===== src/rtl/timer_apb_arbiter.sv =====
// Round-robin two-requester APB master in front of the timer's single APB slave port.
// Define ARB_TIMEOUT_EN to abort ACCESS phases that see no pready within TIMEOUT cycles.
module timer_apb_arbiter #(
   parameter int unsigned TIMEOUT = 16,
   parameter int unsigned TO_W    = 5
) (
   input  logic       cpu_clk,
   input  logic       cpu_reset,
   input  logic       r0_req,
   input  logic       r0_write,
   input  logic [7:0] r0_addr,
   input  logic [7:0] r0_wdata,
   output logic       r0_done,
   output logic [7:0] r0_rdata,
   output logic       r0_err,
   input  logic       r1_req,
   input  logic       r1_write,
   input  logic [7:0] r1_addr,
   input  logic [7:0] r1_wdata,
   output logic       r1_done,
   output logic [7:0] r1_rdata,
   output logic       r1_err,
   output logic       cpu_psel,
   output logic       cpu_penable,
   output logic       cpu_pwrite,
   output logic [7:0] cpu_paddr,
   output logic [7:0] cpu_pwdata,
   input  logic [7:0] cpu_prdata,
   input  logic       cpu_pready,
   input  logic       cpu_pslverr
);

   if ((64'd1 << TO_W) <= 64'(TIMEOUT)) begin : g_bad_to_w
      $error("TO_W is too narrow to hold TIMEOUT");
   end

   typedef enum logic [1:0] {StIdle, StSetup, StAccess, StDone} state_e;

   state_e     state_q, state_d;
   logic       rr_q, rr_d;     // 0: r0 wins a tie, 1: r1 wins a tie
   logic       gnt_q, gnt_d;   // requester owning the current transfer
   logic       psel_q, psel_d;
   logic       penable_q, penable_d;
   logic       pwrite_q, pwrite_d;
   logic [7:0] paddr_q, paddr_d;
   logic [7:0] pwdata_q, pwdata_d;
   logic       r0_done_q, r0_done_d;
   logic [7:0] r0_rdata_q, r0_rdata_d;
   logic       r0_err_q, r0_err_d;
   logic       r1_done_q, r1_done_d;
   logic [7:0] r1_rdata_q, r1_rdata_d;
   logic       r1_err_q, r1_err_d;

   logic       win;
   logic       fin;
   logic       fin_err;
   logic [7:0] fin_rdata;

`ifdef ARB_TIMEOUT_EN
   logic [TO_W-1:0] to_cnt_q, to_cnt_d;
`endif

   assign win = (r0_req && r1_req) ? rr_q : r1_req;

   always_comb begin
      state_d    = state_q;
      rr_d       = rr_q;
      gnt_d      = gnt_q;
      psel_d     = psel_q;
      penable_d  = penable_q;
      pwrite_d   = pwrite_q;
      paddr_d    = paddr_q;
      pwdata_d   = pwdata_q;
      r0_done_d  = 1'b0;
      r0_rdata_d = 8'h00;
      r0_err_d   = 1'b0;
      r1_done_d  = 1'b0;
      r1_rdata_d = 8'h00;
      r1_err_d   = 1'b0;
      fin        = 1'b0;
      fin_err    = 1'b0;
      fin_rdata  = 8'h00;
`ifdef ARB_TIMEOUT_EN
      to_cnt_d   = to_cnt_q;
`endif

      unique case (state_q)
         StIdle: begin
            if (r0_req || r1_req) begin
               gnt_d    = win;
               rr_d     = ~win;
               psel_d   = 1'b1;
               pwrite_d = win ? r1_write : r0_write;
               paddr_d  = win ? r1_addr  : r0_addr;
               pwdata_d = win ? r1_wdata : r0_wdata;
               state_d  = StSetup;
            end
         end
         StSetup: begin
            penable_d = 1'b1;
`ifdef ARB_TIMEOUT_EN
            to_cnt_d  = '0;
`endif
            state_d   = StAccess;
         end
         StAccess: begin
            if (cpu_pready) begin
               fin       = 1'b1;
               fin_err   = cpu_pslverr;
               fin_rdata = pwrite_q ? 8'h00 : cpu_prdata;
            end
`ifdef ARB_TIMEOUT_EN
            // This cycle is the TIMEOUT-th one without pready: abort with an error.
            else if (to_cnt_q == TO_W'(TIMEOUT - 1)) begin
               fin       = 1'b1;
               fin_err   = 1'b1;
               fin_rdata = 8'h00;
            end else begin
               to_cnt_d = to_cnt_q + 1'b1;
            end
`endif
         end
         StDone: begin
            state_d = StIdle;
         end
         default: begin
            state_d = StIdle;
         end
      endcase

      if (fin) begin
         state_d   = StDone;
         psel_d    = 1'b0;
         penable_d = 1'b0;
         pwrite_d  = 1'b0;
         paddr_d   = 8'h00;
         pwdata_d  = 8'h00;
         if (gnt_q) begin
            r1_done_d  = 1'b1;
            r1_rdata_d = fin_rdata;
            r1_err_d   = fin_err;
         end else begin
            r0_done_d  = 1'b1;
            r0_rdata_d = fin_rdata;
            r0_err_d   = fin_err;
         end
      end
   end

   always_ff @(posedge cpu_clk) begin
      if (cpu_reset) begin
         state_q    <= StIdle;
         rr_q       <= 1'b0;
         gnt_q      <= 1'b0;
         psel_q     <= 1'b0;
         penable_q  <= 1'b0;
         pwrite_q   <= 1'b0;
         paddr_q    <= 8'h00;
         pwdata_q   <= 8'h00;
         r0_done_q  <= 1'b0;
         r0_rdata_q <= 8'h00;
         r0_err_q   <= 1'b0;
         r1_done_q  <= 1'b0;
         r1_rdata_q <= 8'h00;
         r1_err_q   <= 1'b0;
`ifdef ARB_TIMEOUT_EN
         to_cnt_q   <= '0;
`endif
      end else begin
         state_q    <= state_d;
         rr_q       <= rr_d;
         gnt_q      <= gnt_d;
         psel_q     <= psel_d;
         penable_q  <= penable_d;
         pwrite_q   <= pwrite_d;
         paddr_q    <= paddr_d;
         pwdata_q   <= pwdata_d;
         r0_done_q  <= r0_done_d;
         r0_rdata_q <= r0_rdata_d;
         r0_err_q   <= r0_err_d;
         r1_done_q  <= r1_done_d;
         r1_rdata_q <= r1_rdata_d;
         r1_err_q   <= r1_err_d;
`ifdef ARB_TIMEOUT_EN
         to_cnt_q   <= to_cnt_d;
`endif
      end
   end

   assign cpu_psel    = psel_q;
   assign cpu_penable = penable_q;
   assign cpu_pwrite  = pwrite_q;
   assign cpu_paddr   = paddr_q;
   assign cpu_pwdata  = pwdata_q;
   assign r0_done     = r0_done_q;
   assign r0_rdata    = r0_rdata_q;
   assign r0_err      = r0_err_q;
   assign r1_done     = r1_done_q;
   assign r1_rdata    = r1_rdata_q;
   assign r1_err      = r1_err_q;

endmodule


===== config.mk =====
export PLATFORM = sky130hd
export DESIGN_NAME = timer_apb_arbiter
export DESIGN_NICKNAME = d
export VERILOG_FILES = /design/src/rtl/timer_apb_arbiter.sv
export SDC_FILE = /design/constraint.sdc
export NUM_CORES = 1
export LEC_CHECK = 0
export CAP_MARGIN = 20
export CORE_ASPECT_RATIO = 1.75
export CORE_MARGIN = 8
export CORE_UTILIZATION = 40
export CTS_BUF_LIST = sky130_fd_sc_hd__clkbuf_8
export DETAILED_ROUTE_END_ITERATION = 10
export GPL_ROUTABILITY_DRIVEN = 0
export PLACE_DENSITY = 0.82
export RECOVER_POWER = 100
export SLEW_MARGIN = 30
export SYNTH_ARGS = -nofsm -noshare
export SYNTH_HDL_FRONTEND = slang
export SYNTH_SLANG_ARGS = --single-unit

===== constraint.sdc =====
create_clock -name cpu_clk -period 1.5 [get_ports cpu_clk]
set_input_delay 0.15 -clock cpu_clk [delete_from_list [all_inputs] [get_ports cpu_clk]]
set_output_delay 0.15 -clock cpu_clk [all_outputs]
set_load 0.01 [all_outputs]

# Word-level counts from Yosys, hierarchy flattened
# Cells that the tools add are included.
word_totals:
  ff_bits: 43
  input_bits: 48
  word_cells: 47
op_classes:
  n_eq_ne: 4
  n_mux: 16
  bitwise: 3
  reduce_logical: 10
ops:
  columns: ["op", "n"]
  rows:
  - ["two-way mux 8 bit", 5]
  - ["two-way mux 1 bit", 8]
  - ["case mux 2 bit (3 select lines)", 1]
  - ["OR reduction 3 bit", 2]
  - ["equality test 2 bit (second input constant)", 2]
  - ["two-way mux 2 bit", 2]
  - ["AND reduction 2 bit", 2]
  - ["nonzero test 4 bit", 1]
  - ["OR reduction 2 bit", 2]
  - ["!= test 3 bit (second input constant)", 1]
  - ["NOT 1 bit", 3]
  - ["equality test 2 x 1 -> 1 bit (second input constant)", 1]
  - ["zero test 2 bit", 1]
  - ["logical AND 1 bit", 1]
  - ["logical OR 1 bit", 1]

# Logic depth before layout (Yosys ltp)
# Gate-level depths: netlist (run 1).
depth:
  depth_word: 4
  depth_mapped: 6
  ltp_nobuf: 3

# Worst setup path after synthesis (run 1)
# Ideal clock, no wire load.
synth_timing:
  path_type: "reg2reg"
  from: "reg state_q[1]"
  to: "reg paddr_q[0] (netlist: cpu_paddr[0])"
  setup_time_ps: 123
  t_arrival_ps: 1162
  t_required_ps: 1377
  setup_slack_ps: 215
  stages_incl_launch_ff: 7
  path_buffers: 3
  period_less_slack_ps: 1285
  path_cell_list: "dfxtp_1 buf_4 or2_1 buf_2 buf_2 o21ai_0 a31oi_1"
synth_via:
  elab_chain_cells: 3
synth_lines:
  columns: ["item", "line_no", "source"]
  rows:
  - ["from (decl)", "39", "state_e state_q, state_d;"]
  - ["from (signal assigned)", "152", "state_q <= StIdle;"]
  - ["from (signal assigned)", "170", "state_q <= state_d;"]
  - ["equality test 2 bit", "87", "unique case (state_q)"]
  - ["two-way mux 1 bit", "87", null]
  - ["OR reduction 2 bit (no line)", null, null]
  - ["to (signal assigned)", "176", "paddr_q <= paddr_d;"]
  - ["to (decl)", "45", "logic [7:0] paddr_q, paddr_d;"]
# Parallel ways exist; a longest one is shown, timed or not.
# A chain may end at the register's enable or synchronous reset.

# Final worst setup path (run 1)
layout_timing:
  from: "reg pwrite_q (netlist: cpu_pwrite)"
  to: "out cpu_pwrite"
layout_rtl:
  columns: ["item", "line_no", "source"]
  rows:
  - ["from (decl)", "44", "logic pwrite_q, pwrite_d;"]
  - ["from (signal assigned)", "175", "pwrite_q <= pwrite_d;"]
  - ["to (decl)", "25", "output logic cpu_pwrite,"]
# No word-level cell between the ends.

==> results of run 1 <==
cells by family after synthesis:
logic type | after synthesis | share of synthesized area (%)
and+or+nand+nor | 79 | 25.8
DFF | 43 | 53.3
xor gates and xnor gates | 1 | 0.543
buffers and inverters | 19 | 6.36
AOI/OAI and AO/OA | 39 | 14.0
cells in the final DEF, fill, tap and decap left out, drive strengths merged, types with 2 or more instances in the layout:
cell type / netlist / routed
nor3b: 2 / 2
nand2: 10 / 10
clkdlybuf4s50: 0 / 46
dlygate4sd3: 0 / 40
a21oi: 3 / 3
dfxtp: 43 / 43
buf: 11 / 10
inv: 4 / 4
clkinv: 0 / 2
clkbuf: 4 / 7
o21ai: 17 / 17
nand3: 34 / 34
a31oi: 17 / 17
nand2b: 5 / 5
nor2: 23 / 23
registers in the layout, indices dropped and copies added (netlist names), 2 cells and up:
name        count
r1_rdata        8
state_q         2
cpu_paddr       8
r0_rdata        8
cpu_pwdata      8
stage by stage:
stage / cell area [um^2] / hold slack, ns / setup TNS (ns)
after CTS: 2710 / 0.398 / 0
after detailed placement: 2600 / 0.464 / -0.273
after global routing: 2680 / 0.425 / 0
after global placement: 2600 / 0.465 / 0
final: 2680 / 0.405 / 0
after floorplan: 1610 / 0.219 / 0
layout make-up:
| cell class | instances | share of cell area [%] |
|---|---|---|
| sequential | 43 | 32.1 |
| clock inverter | 3 | 1.63 |
| inverter | 4 | 0.560 |
| timing repair buffer | 98 | 37.1 |
| clock buffer | 5 | 2.57 |
| tap | 48 | 2.24 |
| multi-input combinational | 119 | 23.8 |
synthesized netlist by cell type (2+ instances only):
| cell type | number | share of area [%] |
|---|---|---|
| dfxtp_1 | 43 | 53 |
| nand3_1 | 34 | 11 |
| nor2_1 | 22 | 5.1 |
| a31oi_1 | 17 | 6.6 |
| o21ai_0 | 15 | 4.7 |
| nand2_1 | 10 | 2.3 |
| buf_2 | 7 | 2.2 |
| nand2b_1 | 5 | 1.9 |
| clkbuf_1 | 4 | 0.93 |
| inv_1 | 4 | 0.93 |
| a21oi_1 | 3 | 0.93 |
| buf_4 | 2 | 0.93 |
| buf_6 | 2 | 1.4 |
| nor3b_4 | 2 | 2.3 |
| o21ai_1 | 2 | 0.62 |
per-layer routing:
metal | vias up | global-route usage, % | wire length (um)
li1 | 809 | - | -
met1 | 746 | 14.5 | 1730
met5 | - | 0 | 0
met3 | 12 | 7.48 | 458
met2 | 76 | 27.7 | 2580
met4 | 0 | 7.77 | 142
path summary, 6_finish.rpt:
check	from	endpoint	slack (ns)	cells past startpoint
setup / recovery	cpu_pwrite$_SDFFE_PP0P_	cpu_pwrite	0.08	1
hold / removal	cpu_prdata[5]	r0_rdata[5]$_SDFF_PP0_	0.40	3
setup reg to reg	state_q[0]$_SDFFE_PP0P_	cpu_psel$_SDFFE_PP0P_	0.13	4
hold reg to reg	cpu_penable$_SDFFE_PP0N_	cpu_penable$_SDFFE_PP0N_	0.48	2
power by group through the flow:
stage	clock, W	combinational (W)	sequential (W)
after global placement	0	0.000676	0.00129
after CTS	0.000909	0.000692	0.00127
final	0.000889	0.000646	0.00126
after floorplan	0	0.000290	0.00131
after global routing	0.000962	0.000700	0.00127
after detailed placement	0	0.000688	0.00130
worst reg2reg max path, stage by stage, from the launching register on:
cell,delay [ns]
dfxtp_1,0.38
nand3b_1,0.22
nand2b_1,0.10
clkbuf_2,0.34
o21ba_2,0.22
==> key figures, run 1 <==
Timing
  – Hold violation count in the final report: 0
  – Final setup vio count: 0
  – Worst-case clock skew: 0.00750 ns
  – Max Clk Rate: 706 MHz
  – Final number of max-transition violations: 0
  – Worst Slack Setup Final: 0.0832 ns
  – Shortest clock period the worst path allows after layout: 1.42 ns
  – Worst max-slew margin expressed relative to the limit: 74.6%
  – Transition time at the pin with the least slew margin: 0.371 ns
  – Unrepaired setup endpoints after global routing: false
  – Period utilisation layout: 94.5%

Die
  – Core region area: 3870 um^2
  – Row count: 30
  – Die area: 6400 um^2
  – Boundary pin count: 87
  – Y dimension of the die: 100 um
  – Die Span X: 64.0 um
  – Initial core utilization: 41.7%

Synth
  – Per-instance average area after synthesis: 8.92 um^2
  – Register bit count reported by yosys: 43
  – Post-synth net total: 229
  – Sequential area share after synthesis: 53.3%
  – Post-synth design cell area: 1610 um^2
  – Share of flip-flops with an asynchronous set or reset after synthesis: 0%
  – Yosys synthesis warning count: 0
  – Commonest register cell after synthesis: dfxtp_1
  – Count of flip-flops with a built-in enable after synthesis: 0
  – Number of distinct library cells after synthesis: 24
  – Number of instances in the synthesized netlist: 181

Clock tree
  – CTS tree: built
  – Number of clock buffers inserted by TritonCTS: 5
  – Sinks on Clock Net: 43
  – Hold_buf cts: 0
  – Number of setup buffers added after CTS: 0
  – Resized Gates After CTS: 0
  – Clock root buffer: clkbuf_8
  – Htree depth: 2
  – Clock-pin transition on the worst setup and hold timing paths: 0.08 ns
  – Source-to-sink clock delay at the later pin of the worst-skew pair: 0.30 ns
  – Number of buffers between clock root and the deepest sink: 2

Setup path
  – Capturing element type of the critical path: output pin
  – Worst endpoint data arrival time: 1.27 ns
  – Critical path fanouts, max: 3
  – Required time of the critical path: 1.35 ns
  – Chain of cells forming the critical path: dlygate4sd3_1
  – Top Family by Delay on Critical Path: buffers and inverters
  – Critical path type: register to output pin
  – Critical path's slowest cell: dlygate4sd3_1
  – CP peak stage delay: 0.61 ns
  – Crit path buf inv count: 1
  – Critical path startpoint category: register

Detailed routing
  – Average wire length per cell after detail routing: 15.3 um
  – Drt via density: 5.13
  – Total vias in the final route: 1,643
  – Number of search-and-repair iterations in the first detailed-routing pass: 4
  – Routed Antenna Nets: 0
  – 1st-iter DRT viols: 16
  – Residual DRC count: 0
  – WL final: 4910 um

Final layout
  – Share of post-route cells with drive strength above 1: 8.46%
  – Antenna diode instance count: 0
  – Final nets: 319
  – Area taken by multi-input logic gates: 638 um^2
  – Register cell area after layout: 861 um^2
  – Post-Route Utilization: 69.4%
  – Signed area change from the synthesized netlist to the final layout: 66.1%
  – Non-filler cells in the finished layout: 320
  – Final-layout fill cell count: 313

Global route
  – Number of global-route vias before repair: 1,727
  – Tot GR Track Use: 15.7%
  – Number of antenna violations at the first check in global routing: 0
  – Overflow left after global routing: 0
  – Maximum number of pins on one net before global-route repair: 20
  – Global-route wire length before repair: 8050 um

Pwr
  – Leakage component of the power: 1.08 nW
  – Clock power share: 31.8%
  – Seq pwr share: 45.1%
  – Share of total power in combinational logic: 23.1%
  – Net Switching: 0.000733 W
  – Internal power summed over all cells: 0.00206 W
  – Pwr Density: 1040 nW/um^2
  – Largest vdd supply drop: 800 uV
  – Overall Power: 0.00280 W
  – Switching part of the total power: 26.2%

Placement
  – Dpl hpwl: 3850 um
  – Number of buffers added on ports: 86
  – Worst slack at placement: -0.0442 ns
  – Total placed cells including tap cells: 312

Outcome
  – Outcome: complete, no violations

Min path
  – Path type of the worst min-delay path: input port to register

Flow run
  – Max-Cap Viols: 0
Note: power is estimated with default switching activity, not from simulation.
==> inputs of run 2 (changes only) <==
- ABC_CLOCK_PERIOD_IN_PS: default -> 1500
==> results of run 2 <==
The final DEF is identical to that of run 1; final timing and power are the same.
